===== config.mk =====
export PLATFORM = sky130hd
export DESIGN_NAME = lc4_div_arbiter_flat
export DESIGN_NICKNAME = d
export VERILOG_FILES = /design/src/rtl/lc4_div_defs.sv /design/src/rtl/lc4_div_arbiter_if.sv /design/src/rtl/lc4_div_step.sv /design/src/rtl/lc4_div_arbiter.sv /design/src/flat_wrapper.sv
export SDC_FILE = /design/constraint.sdc
export NUM_CORES = 1
export LEC_CHECK = 0
export ABC_AREA = 1
export BUFFER_PORTS_ARGS = -buffer_cell sky130_fd_sc_hd__buf_2
export CAP_MARGIN = 20
export CORE_ASPECT_RATIO = 1.25
export CORE_MARGIN = 1.5
export CORE_UTILIZATION = 48
export DETAILED_ROUTE_END_ITERATION = 8
export PLACE_DENSITY_LB_ADDON = 0.05
export SLEW_MARGIN = 10
export SYNTH_ARGS = -nofsm -noshare
export SYNTH_HDL_FRONTEND = slang
export SYNTH_SLANG_ARGS = --single-unit
export TNS_END_PERCENT = 50

===== constraint.sdc =====
create_clock -name clk -period 2.29 [get_ports clk]
set_clock_uncertainty 0.2 [all_clocks]
set_input_delay 0 -clock clk [delete_from_list [all_inputs] [get_ports clk]]
set_output_delay 0 -clock clk [all_outputs]
set_load 0.005 [all_outputs]

===== src/rtl/lc4_div_defs.sv =====
// ---------------------------------------------------------------------------
// lc4_div_defs
// Shared definitions for the LC4 DIV/MOD arbiter:
//   state_e  - divider FSM states (IDLE, CALC, DONE)
//   op_e     - operation select (DIV = quotient, MOD = remainder)
//   id_e     - result owner (A = older pipe slot, B)
//   ITER     - number of restoring iterations (one per quotient bit)
// ---------------------------------------------------------------------------
package lc4_div_defs;

    localparam int W    = 16;
    localparam int ITER = 16;
    localparam int CW   = 5;

    // Counter value of the final iteration; the counter never passes it.
    localparam logic [CW-1:0] CNT_LAST = CW'(ITER - 1);

    typedef enum logic [1:0] {
        ST_IDLE = 2'd0,
        ST_CALC = 2'd1,
        ST_DONE = 2'd2
    } state_e;

    typedef enum logic {
        OP_DIV = 1'b0,
        OP_MOD = 1'b1
    } op_e;

    typedef enum logic {
        ID_A = 1'b0,
        ID_B = 1'b1
    } id_e;

endpackage


===== src/rtl/lc4_div_arbiter_if.sv =====
// ---------------------------------------------------------------------------
// lc4_div_arbiter_if
// Request/result bundle between the two issuing pipes and the shared divider.
//   i_req_a/b, i_dividend_a/b, i_divisor_a/b, i_mod_a/b : requester -> divider
//   o_ack_a/b                                          : accept pulses
//   o_done, o_done_id, o_result                        : result pulse, owner, value
//   o_busy                                             : divider occupied
// master = requester side, slave = divider side.
// ---------------------------------------------------------------------------
interface lc4_div_arbiter_if;
    import lc4_div_defs::*;

    logic         i_req_a;
    logic         i_req_b;
    logic [W-1:0] i_dividend_a;
    logic [W-1:0] i_divisor_a;
    logic [W-1:0] i_dividend_b;
    logic [W-1:0] i_divisor_b;
    logic         i_mod_a;
    logic         i_mod_b;
    logic         o_ack_a;
    logic         o_ack_b;
    logic         o_done;
    logic         o_done_id;
    logic [W-1:0] o_result;
    logic         o_busy;

    modport master (
        output i_req_a, i_req_b, i_dividend_a, i_divisor_a,
               i_dividend_b, i_divisor_b, i_mod_a, i_mod_b,
        input  o_ack_a, o_ack_b, o_done, o_done_id, o_result, o_busy
    );

    modport slave (
        input  i_req_a, i_req_b, i_dividend_a, i_divisor_a,
               i_dividend_b, i_divisor_b, i_mod_a, i_mod_b,
        output o_ack_a, o_ack_b, o_done, o_done_id, o_result, o_busy
    );

endinterface


===== src/rtl/lc4_div_step.sv =====
// ---------------------------------------------------------------------------
// lc4_div_step
// One restoring-division iteration, purely combinational.
//   i_rem : partial remainder so far
//   i_quo : shift register; upper bits hold remaining dividend bits, lower
//           bits collect quotient bits (MSB first)
//   i_div : divisor
//   o_rem : next partial remainder
//   o_quo : i_quo shifted left with the new quotient bit in bit 0
// ---------------------------------------------------------------------------
module lc4_div_step
    import lc4_div_defs::*;
(
    input  logic [W-1:0] i_rem,
    input  logic [W-1:0] i_quo,
    input  logic [W-1:0] i_div,
    output logic [W-1:0] o_rem,
    output logic [W-1:0] o_quo
);

    logic [W:0] trial;
    logic [W:0] diff;
    logic       fits;

    always_comb begin
        // The shifted remainder can need W+1 bits before the subtract.
        trial = {i_rem, i_quo[W-1]};
        diff  = trial - {1'b0, i_div};
        // No borrow out of the top bit means trial >= divisor.
        fits  = ~diff[W];
        o_rem = fits ? diff[W-1:0] : trial[W-1:0];
        o_quo = {i_quo[W-2:0], fits};
    end

endmodule


===== src/rtl/lc4_div_arbiter.sv =====
// ---------------------------------------------------------------------------
// lc4_div_arbiter
// Shared unsigned iterative divider arbitrated between pipe A (priority) and
// pipe B. Accepts one request in IDLE, runs 16 restoring iterations in CALC,
// then presents the quotient or remainder for one cycle in DONE.
//   clk     : rising-edge clock
//   rst     : synchronous active-high reset (overrides gwe and i_flush)
//   gwe     : global write enable; all state holds while low
//   i_flush : abandons any in-flight operation (overrides requests)
//   bus     : request/result bundle (slave side)
// o_result is driven only from registers, never from the operand inputs.
// ---------------------------------------------------------------------------
module lc4_div_arbiter
    import lc4_div_defs::*;
(
    input  logic               clk,
    input  logic               rst,
    input  logic               gwe,
    input  logic               i_flush,
    lc4_div_arbiter_if.slave   bus
);

    state_e        state_q, state_d;
    logic [CW-1:0] count_q, count_d;
    logic [W-1:0]  rem_q,   rem_d;
    logic [W-1:0]  quo_q,   quo_d;
    logic [W-1:0]  dvs_q,   dvs_d;
    op_e           op_q,    op_d;
    id_e           id_q,    id_d;

    logic          ack_a;
    logic          ack_b;
    logic          take_b;
    logic [W-1:0]  sel_dividend;
    logic [W-1:0]  sel_divisor;
    logic [W-1:0]  step_rem;
    logic [W-1:0]  step_quo;

    lc4_div_step u_step (
        .i_rem (rem_q),
        .i_quo (quo_q),
        .i_div (dvs_q),
        .o_rem (step_rem),
        .o_quo (step_quo)
    );

    // A wins whenever it requests; B is taken only when A is idle.
    always_comb begin
        take_b       = ~bus.i_req_a;
        sel_dividend = take_b ? bus.i_dividend_b : bus.i_dividend_a;
        sel_divisor  = take_b ? bus.i_divisor_b  : bus.i_divisor_a;
    end

    // NOTE: every signal gets its default first so no path leaves it
    // unassigned, which would otherwise infer a latch.
    always_comb begin
        state_d = state_q;
        count_d = count_q;
        rem_d   = rem_q;
        quo_d   = quo_q;
        dvs_d   = dvs_q;
        op_d    = op_q;
        id_d    = id_q;
        ack_a   = 1'b0;
        ack_b   = 1'b0;

        if (gwe && !rst) begin
            if (i_flush) begin
                state_d = ST_IDLE;
                count_d = '0;
            end else begin
                unique case (state_q)
                    ST_IDLE: begin
                        if (bus.i_req_a || bus.i_req_b) begin
                            ack_a   = ~take_b;
                            ack_b   = take_b;
                            id_d    = take_b ? ID_B : ID_A;
                            op_d    = op_e'(take_b ? bus.i_mod_b : bus.i_mod_a);
                            dvs_d   = sel_divisor;
                            rem_d   = '0;
                            count_d = '0;
                            if (sel_divisor == '0) begin
                                // LC4 defines both results as 0 for a zero divisor.
                                quo_d   = '0;
                                state_d = ST_DONE;
                            end else begin
                                quo_d   = sel_dividend;
                                state_d = ST_CALC;
                            end
                        end
                    end
                    ST_CALC: begin
                        rem_d = step_rem;
                        quo_d = step_quo;
                        if (count_q == CNT_LAST) begin
                            count_d = '0;
                            state_d = ST_DONE;
                        end else begin
                            count_d = count_q + 1'b1;
                        end
                    end
                    ST_DONE: state_d = ST_IDLE;
                    default: state_d = ST_IDLE;
                endcase
            end
        end
    end

    // NOTE: non-blocking assignments so every flop samples pre-edge values.
    // NOTE: datapath registers are reset too, so o_result reads 0 after reset.
    always_ff @(posedge clk) begin
        if (rst) begin
            state_q <= ST_IDLE;
            count_q <= '0;
            rem_q   <= '0;
            quo_q   <= '0;
            dvs_q   <= '0;
            op_q    <= OP_DIV;
            id_q    <= ID_A;
        end else begin
            state_q <= state_d;
            count_q <= count_d;
            rem_q   <= rem_d;
            quo_q   <= quo_d;
            dvs_q   <= dvs_d;
            op_q    <= op_d;
            id_q    <= id_d;
        end
    end

    always_comb begin
        bus.o_ack_a   = ack_a;
        bus.o_ack_b   = ack_b;
        bus.o_done    = (state_q == ST_DONE);
        bus.o_busy    = (state_q != ST_IDLE);
        bus.o_done_id = id_q;
        bus.o_result  = '0;
        if (state_q == ST_DONE) begin
            bus.o_result = (op_q == OP_MOD) ? rem_q : quo_q;
        end
    end

endmodule


===== src/flat_wrapper.sv =====
// flat-port wrapper written by rule: the top's interface ports become plain ports
module lc4_div_arbiter_flat import lc4_div_defs::*;
  (clk, rst, gwe, i_flush, bus_i_req_a, bus_i_req_b, bus_i_dividend_a, bus_i_divisor_a, bus_i_dividend_b, bus_i_divisor_b, bus_i_mod_a, bus_i_mod_b, bus_o_ack_a, bus_o_ack_b, bus_o_done, bus_o_done_id, bus_o_result, bus_o_busy);
  lc4_div_arbiter_if bus_i ();
  input  logic clk;
  input  logic rst;
  input  logic gwe;
  input  logic i_flush;
  input wire logic [$bits(bus_i.i_req_a)-1:0] bus_i_req_a;
  input wire logic [$bits(bus_i.i_req_b)-1:0] bus_i_req_b;
  input wire logic [$bits(bus_i.i_dividend_a)-1:0] bus_i_dividend_a;
  input wire logic [$bits(bus_i.i_divisor_a)-1:0] bus_i_divisor_a;
  input wire logic [$bits(bus_i.i_dividend_b)-1:0] bus_i_dividend_b;
  input wire logic [$bits(bus_i.i_divisor_b)-1:0] bus_i_divisor_b;
  input wire logic [$bits(bus_i.i_mod_a)-1:0] bus_i_mod_a;
  input wire logic [$bits(bus_i.i_mod_b)-1:0] bus_i_mod_b;
  output wire logic [$bits(bus_i.o_ack_a)-1:0] bus_o_ack_a;
  output wire logic [$bits(bus_i.o_ack_b)-1:0] bus_o_ack_b;
  output wire logic [$bits(bus_i.o_done)-1:0] bus_o_done;
  output wire logic [$bits(bus_i.o_done_id)-1:0] bus_o_done_id;
  output wire logic [$bits(bus_i.o_result)-1:0] bus_o_result;
  output wire logic [$bits(bus_i.o_busy)-1:0] bus_o_busy;
  assign bus_i.i_req_a = bus_i_req_a;
  assign bus_i.i_req_b = bus_i_req_b;
  assign bus_i.i_dividend_a = bus_i_dividend_a;
  assign bus_i.i_divisor_a = bus_i_divisor_a;
  assign bus_i.i_dividend_b = bus_i_dividend_b;
  assign bus_i.i_divisor_b = bus_i_divisor_b;
  assign bus_i.i_mod_a = bus_i_mod_a;
  assign bus_i.i_mod_b = bus_i_mod_b;
  assign bus_o_ack_a = bus_i.o_ack_a;
  assign bus_o_ack_b = bus_i.o_ack_b;
  assign bus_o_done = bus_i.o_done;
  assign bus_o_done_id = bus_i.o_done_id;
  assign bus_o_result = bus_i.o_result;
  assign bus_o_busy = bus_i.o_busy;
  lc4_div_arbiter u_core (.clk(clk), .rst(rst), .gwe(gwe), .i_flush(i_flush), .bus(bus_i));
endmodule

==> flow_metrics.env, run 1 <==
export IMPL_buffer_ports_inserted=92
export IMPL_setup_worst_path_start_class="flip-flop"
export IMPL_worst_ir_drop_vdd_uv=351
export IMPL_tritoncts="built"
export IMPL_crit_type="reg -> reg"
export IMPL_root_buffer="clkbuf_8"
export IMPL_via_per_inst=5.16
export IMPL_die_area_sq_um=9560
export IMPL_drv_cap=0
export IMPL_boundaryPins=93
export IMPL_detail_route_antenna_nets=0
export IMPL_clock_power_share=0.342
export IMPL_leakagePower_nw=3.00
export IMPL_required_ns=2.32
export IMPL_critical_path_cell_chain="inv_1, ha_4, nand2_2, buf_4, nor2_4, and2_1, nand2_4, nand2_4, nand2_2, nand2_8, nand2_1, nand3_1, a21oi_1"
export IMPL_route_final_wire_length_microns=13600
export IMPL_fin_total_pwr_w=0.00309
export IMPL_cts_made_buffers=9
export IMPL_antenna_found_initial=0
export IMPL_clock_tree_htree_level_count=3
export IMPL_detailroute_via_count=5171
export IMPL_nets=967
export IMPL_globalRouteTotalUtil=0.298
export IMPL_fp_row_count=38
export IMPL_setup_repair_after_global_routing_missed_its_margin="true"
export IMPL_effective_utilization_at_floorplan=0.495
export IMPL_mappedNetlistNets=793
export IMPL_timing_hold_violations_final=0
export IMPL_min_delay_path_class="in -> reg"
export IMPL_cts_sinks=57
export IMPL_reg2reg_depth=13
export IMPL_post_route_period_util=0.993
export IMPL_detailed_route_iter0_violations=377
export IMPL_synth_cell_type_count=39
export IMPL_drt_pass1_iter_count=5
export IMPL_gr_total_overflow=0
export IMPL_num_antenna_cells=0
export IMPL_fin_tns_setup_ns=0
export IMPL_timing_hold_worst_start="bus_i_req_a"
export IMPL_p_int_w=0.00209
export IMPL_clk_latency_ns=0.36
export IMPL_final_layout_size_suffix_gt1_frac=0.213
export IMPL_hpwlAfterDp_microns=9410
export IMPL_synth_yosys_warnings=0
export IMPL_critical_path_peak_fanout=14
export IMPL_comb_power_share=0.319
export IMPL_setup_violations=0
export IMPL_layout_common_cells="nand2_1, nor2_1, inv_1"
export IMPL_stdcell_area_sq_um=6090
export IMPL_postSynthCellCount=703
export IMPL_most_frequent_standard_cell_in_the_layout_excluding_fill_and_tap_cells="nand2_1"
export IMPL_die_width_microns=87.7
export IMPL_tightest_slew_ns=0.617
export IMPL_run_status="finished, final reports clean"
export IMPL_crit_path_end_kind="flip-flop"
export IMPL_sequential_fraction_of_design_power=0.340
export IMPL_finish_utilization=0.700
export IMPL_worstHoldPathCells=4
export IMPL_area_delta_synth_final_pct=41.3
export IMPL_path_clk_slew_ns=0.08
export IMPL_timing_rr_start="u_core.dvs_q[11]"
export IMPL_synth_sequential_area_ratio=0.265
export IMPL_timing_critical_path_slowest_stage_cell="dfxtp_1"
export IMPL_timing_max_transition_violations_final=0
export IMPL_grt_first_pass_wirelength_microns=22200
export IMPL_dpl_instance_area_sq_um=4910
export IMPL_synth_area_per_cell_sq_um=6.13
export IMPL_fmax_mhz=440
export IMPL_ys_seq_elements=57
export IMPL_power_per_cell_area_nw_per_um2=508
export IMPL_setup_slack_on_the_worst_flop_to_flop_path_ns=0.01
export IMPL_synthesis_area_sq_um=4310
export IMPL_p_switching_w=0.00101
export IMPL_routabilityCongestion=0.870
export IMPL_standard_cell_core_area_sq_um=8700
export IMPL_power_share_switching=0.325
export IMPL_timing_rr_end="u_core.rem_q[8]"
export IMPL_clock_path_buffers=2
export IMPL_cp_slowest_stage_delay_ns=0.34
export IMPL_hold_path_endpoint="u_core.op_q"
export IMPL_drt_wirelength_per_cell_microns=13.6
export IMPL_filler_cell_count=752
export IMPL_grt_pass1_vias=5032
export IMPL_max_slew_margin=0.588
export IMPL_remaining_drc_errors=0
export IMPL_grt_start_max_net_pins=34
export IMPL_finalWorstPathRequiredPeriod_ns=2.28
export IMPL_arrival_time_reported_for_the_critical_path_endpoint_ns=2.30
export IMPL_dieHeight_microns=109
## cells in the mapped netlist
| library cell | n | area, sq um |
|---|---|---|
| nand4_1 | 6 | 37.5 |
| mux2i_1 | 10 | 100 |
| nor4_1 | 1 | 6.26 |
| nor3_1 | 3 | 15.0 |
| ha_1 | 17 | 213 |
| dfxtp_1 | 57 | 1140 |
| xor2_1 | 4 | 35.0 |
| xnor2_1 | 3 | 26.3 |
| nand3_2 | 1 | 10.0 |
| a31oi_1 | 1 | 6.26 |
| nor2_1 | 97 | 364 |
| inv_2 | 4 | 15.0 |
| nand2_4 | 1 | 11.3 |
| nand2_2 | 13 | 81.3 |
| nor2_4 | 2 | 22.5 |
| a21oi_2 | 4 | 35.0 |
| nand3_1 | 47 | 235 |
| nor3b_1 | 1 | 7.51 |
| a211oi_1 | 13 | 97.6 |
| nand3b_1 | 1 | 7.51 |
| nand2_1 | 155 | 582 |
| o21ai_1 | 4 | 20.0 |
| and2_1 | 3 | 18.8 |
| buf_4 | 1 | 7.51 |
| or2_2 | 2 | 12.5 |
| nor3_2 | 2 | 20.0 |
| fa_1 | 1 | 20.0 |
| o21a_1 | 1 | 7.51 |
| buf_1 | 3 | 11.3 |
| o211ai_1 | 1 | 7.51 |
| clkbuf_1 | 13 | 48.8 |
| inv_1 | 98 | 368 |
| a21oi_1 | 74 | 370 |
| clkinv_1 | 1 | 3.75 |
| nor2_2 | 3 | 18.8 |
| buf_6 | 6 | 67.6 |
| a21oi_4 | 1 | 16.3 |
| o21ai_0 | 40 | 200 |
| buf_2 | 8 | 40.0 |
## cell type report
class,instances,area [sq um],area share
repair buffers,194,1450,0.238
multi-input cells,512,2740,0.451
inverters,103,387,0.0635
flip-flops and latches,57,1140,0.188
clock inverters,7,93.8,0.0154
well taps,120,150,0.0247
clock buffers,9,124,0.0203
## how the worst max path moves through the flow
stage	start	end	slack [ns]
after CTS	u_core.quo_q[15]	u_core.rem_q[10]	0.008
after global routing	u_core.quo_q[15]	u_core.rem_q[1]	-0.11
after floorplan	u_core.quo_q[15]	u_core.rem_q[12]	0.07
after global placement	u_core.quo_q[15]	u_core.rem_q[10]	-0.03
after detailed placement	u_core.quo_q[15]	u_core.rem_q[10]	-0.09
final	u_core.dvs_q[11]	u_core.rem_q[8]	0.01
## metal layers
metal,vias up,GRT usage,share of wire
met5,-,0,0
met4,0,0.150,0.039
met3,43,0.0553,0.054
met2,194,0.521,0.49
met1,2340,0.342,0.41
li1,2594,-,-
## sequential cells by signal, summed over array words and instances, names as in the netlist
signal,cells
u_core.rem_q,16
u_core.state_q,2
u_core.dvs_q,16
u_core.quo_q,16
u_core.count_q,5
u_core.bus.o_done_id,1
u_core.op_q,1
## worst max-delay path: cells and delay by family (launching register included)
family	cells	cell delay (ns)
AND/OR/NAND/NOR	9	0.99
buffers and inverters	2	0.25
AO/OA/AOI/OAI	1	0.06
adder cells (fa/ha/maj)	1	0.30
flip-flops	1	0.34
## timing repair
action | CTS | global route
gates resized for setup | 6 | 26
hold endpoints to repair | 46 | 0
pin swaps | 3 | 7
hold buffers | 76 | 0
cloned | 0 | 1
setup endpoints to repair | 17 | 19
buffers inserted | 0 | 4
## power by group through the flow
stage	Combinational [W]	Clock (W)	Sequential (W)
after global placement	0.000723	0	0.00107
after detailed placement	0.000737	0	0.00107
final	0.000985	0.00106	0.00105
after global routing	0.00109	0.00111	0.00105
after floorplan	0.000536	0	0.00106
after CTS	0.000874	0.00106	0.00105
## through the flow
step                hold WS (ns)  setup WS, ns  instances
floorplan                 -0.165        0.0696        703
global placement          0.0729       -0.0341        905
detailed placement        0.0717       -0.0942        905
CTS                       0.0254       0.00772        997
global route              0.0573        -0.113       1002
finish                    0.0326        0.0149       1002
## kinds of logic after synthesis
logic type               Yosys count  share of synthesized area
buffers and inverters            134                      0.130
XOR/XNOR                           7                     0.0142
multiplexers                      10                     0.0232
adder cells (fa/ha/maj)           18                     0.0540
AND/OR/NAND/NOR                  338                      0.337
flip-flops                        57                      0.265
AO/OA/AOI/OAI                    139                      0.177
Power figures use the tool's default switching activity.
==> run 2: changes to the inputs <==
Settings changed: BUFFER_PORTS_ARGS -buffer_cell sky130_fd_sc_hd__buf_2 to -buffer_cell sky130_fd_sc_hd__buf_4, MAX_ROUTING_LAYER set to met4.
Clock period 2.29 ns to 2.1 ns, I/O delays scaled along.
==> flow_metrics.env, run 2 (synthesized netlist as in run 1, its figures left out) <==
export IMPL_run_status="finished with violations"
export IMPL_violations="negative setup slack"
export IMPL_fin_total_pwr_w=0.00380
export IMPL_buffer_ports_inserted=92
export IMPL_setup_ws_ns=-0.211
export IMPL_globalRouteTotalUtil=0.323
export IMPL_min_delay_path_class="in -> reg"
export IMPL_timing_hold_violations_final=0
export IMPL_detail_route_antenna_nets=0
export IMPL_via_per_inst=5.19
export IMPL_area_delta_synth_final_pct=53.0
export IMPL_root_buffer="clkbuf_8"
export IMPL_setup_worst_path_start_class="flip-flop"
export IMPL_hpwlAfterDp_microns=10000
export IMPL_finalWorstPathRequiredPeriod_ns=2.31
export IMPL_tritoncts="built"
export IMPL_fin_tns_setup_ns=-2.49
export IMPL_most_frequent_standard_cell_in_the_layout_excluding_fill_and_tap_cells="nand2_1"
export IMPL_drt_wirelength_per_cell_microns=14.3
export IMPL_clock_tree_htree_level_count=3
export IMPL_setup_repair_after_global_routing_missed_its_margin="true"
export IMPL_arrival_time_reported_for_the_critical_path_endpoint_ns=2.39
export IMPL_critical_path_peak_fanout=7
export IMPL_detailroute_via_count=5314
export IMPL_setup_violations=17
export IMPL_worst_ir_drop_vdd_uv=391
export IMPL_cts_sinks=57
export IMPL_grt_start_max_net_pins=34
export IMPL_detailedPlace_worstSlack_ns=-0.177
export IMPL_detailed_route_iter0_violations=358
export IMPL_routabilityCongestion=0.904
export IMPL_required_ns=2.18
export IMPL_post_route_period_util=1.10
export IMPL_gr_total_overflow=0
export IMPL_tightest_slew_ns=0.511
export IMPL_clock_path_buffers=2
export IMPL_grt_pass1_vias=5141
export IMPL_clk_latency_ns=0.36
export IMPL_die_area_sq_um=9560
export IMPL_crit_path_frequent_cell="nand2_2"
export IMPL_effective_utilization_at_floorplan=0.495
export IMPL_antenna_found_initial=0
export IMPL_final_layout_size_suffix_gt1_frac=0.254
export IMPL_fp_row_count=38
export IMPL_layout_common_cells="nand2_1, buf_4, inv_1, nor2_1, dlygate4sd3_1"
export IMPL_power_per_cell_area_nw_per_um2=577
export IMPL_timing_critical_path_slowest_stage_cell="fa_2"
export IMPL_stdcell_area_sq_um=6590
export IMPL_grt_first_pass_wirelength_microns=23400
export IMPL_num_antenna_cells=0
export IMPL_boundaryPins=93
export IMPL_leakagePower_nw=3.22
export IMPL_fmax_mhz=433
export IMPL_dpl_instance_area_sq_um=5380
export IMPL_remaining_drc_errors=0
export IMPL_cp_slowest_stage_delay_ns=0.36
export IMPL_crit_type="reg -> reg"
export IMPL_critical_path_cell_chain="inv_2, ha_4, inv_2, fa_2, nand2_2, nand2_2, nand3_2, nand2_2, nand2_4, nand2_4, buf_6, nand2_8, nand2_8, nand2_1, nand3_1, a21oi_1"
export IMPL_crit_path_end_kind="flip-flop"
export IMPL_timing_max_transition_violations_final=0
export IMPL_die_width_microns=87.7
export IMPL_reg_largest_list="u_core.dvs_q x16, u_core.quo_q x16, u_core.rem_q x16"
export IMPL_max_slew_margin=0.659
export IMPL_drt_pass1_iter_count=5
export IMPL_path_clk_slew_ns=0.07
export IMPL_cts_made_buffers=9
export IMPL_drv_cap=0
export IMPL_route_final_wire_length_microns=14600
export IMPL_standard_cell_core_area_sq_um=8700
export IMPL_dieHeight_microns=109
export IMPL_nets=988
[run 2: final cells by class]
type	count	area, sq um
Clock buffer	11	151
Clock inverter	5	125
Fill cell	679	2110
Inverter	103	390
Multi-Input combinational cell	513	2820
Sequential cell	57	1140
Tap cell	120	150
Timing Repair Buffer	214	1820
[run 2: through the flow]
stage	hold slack, ns	util	cells
floorplan	-0.165	-	703
global placement	0.0885	0.618	933
detailed placement	0.0956	0.618	933
CTS	0.0614	0.736	1020
global route	0.117	0.758	1023
finish	0.0699	0.758	1023
[run 2: timing repair]
item	4_1_cts	5_1_grt
resized for setup	6	35
endpoints found under the setup margin	17	30
cloned	1	1
hold buffers	70	0
buffers inserted	0	2
hold endpoints to repair	49	0
pin swaps	2	12
[run 2: worst paths after layout]
path / startpoint / to / slack, ns / cells past startpoint
max: u_core.quo_q[15] / u_core.rem_q[4] / -0.21 / 16
min: bus_i_req_a / u_core.op_q / 0.07 / 4
max reg2reg: u_core.quo_q[15] / u_core.rem_q[4] / -0.21 / 16
min reg2reg: u_core.count_q[2] / u_core.count_q[2] / 0.28 / 2
[run 2: critical path: cells and delay by family (launching register included)]
family | cells | cell delay, ns
adder cells (fa/ha/maj) | 2 | 0.48
AND/OR/NAND/NOR | 10 | 0.83
buffers and inverters | 3 | 0.24
AO/OA/AOI/OAI | 1 | 0.16
flip-flops | 1 | 0.33
[run 2: layer usage]
metal  global-route usage  up-vias  part of all wire
li1                     -     2643                 -
met1                0.358     2437              0.40
met2                0.575      188              0.52
met3               0.0439       46             0.045
met4                0.135        0             0.034
met5                    -        -                 0
[run 2: report_power, final]
group / internal, W / switching, W / leakage (nW) / total [W]
combinational: 0.000573 / 0.000645 / 2.61 / 0.00122
sequential: 0.00112 / 0.0000244 / 0.464 / 0.00114
clock: 0.000971 / 0.000473 / 0.140 / 0.00144
total: 0.00266 / 0.00114 / 3.22 / 0.00380
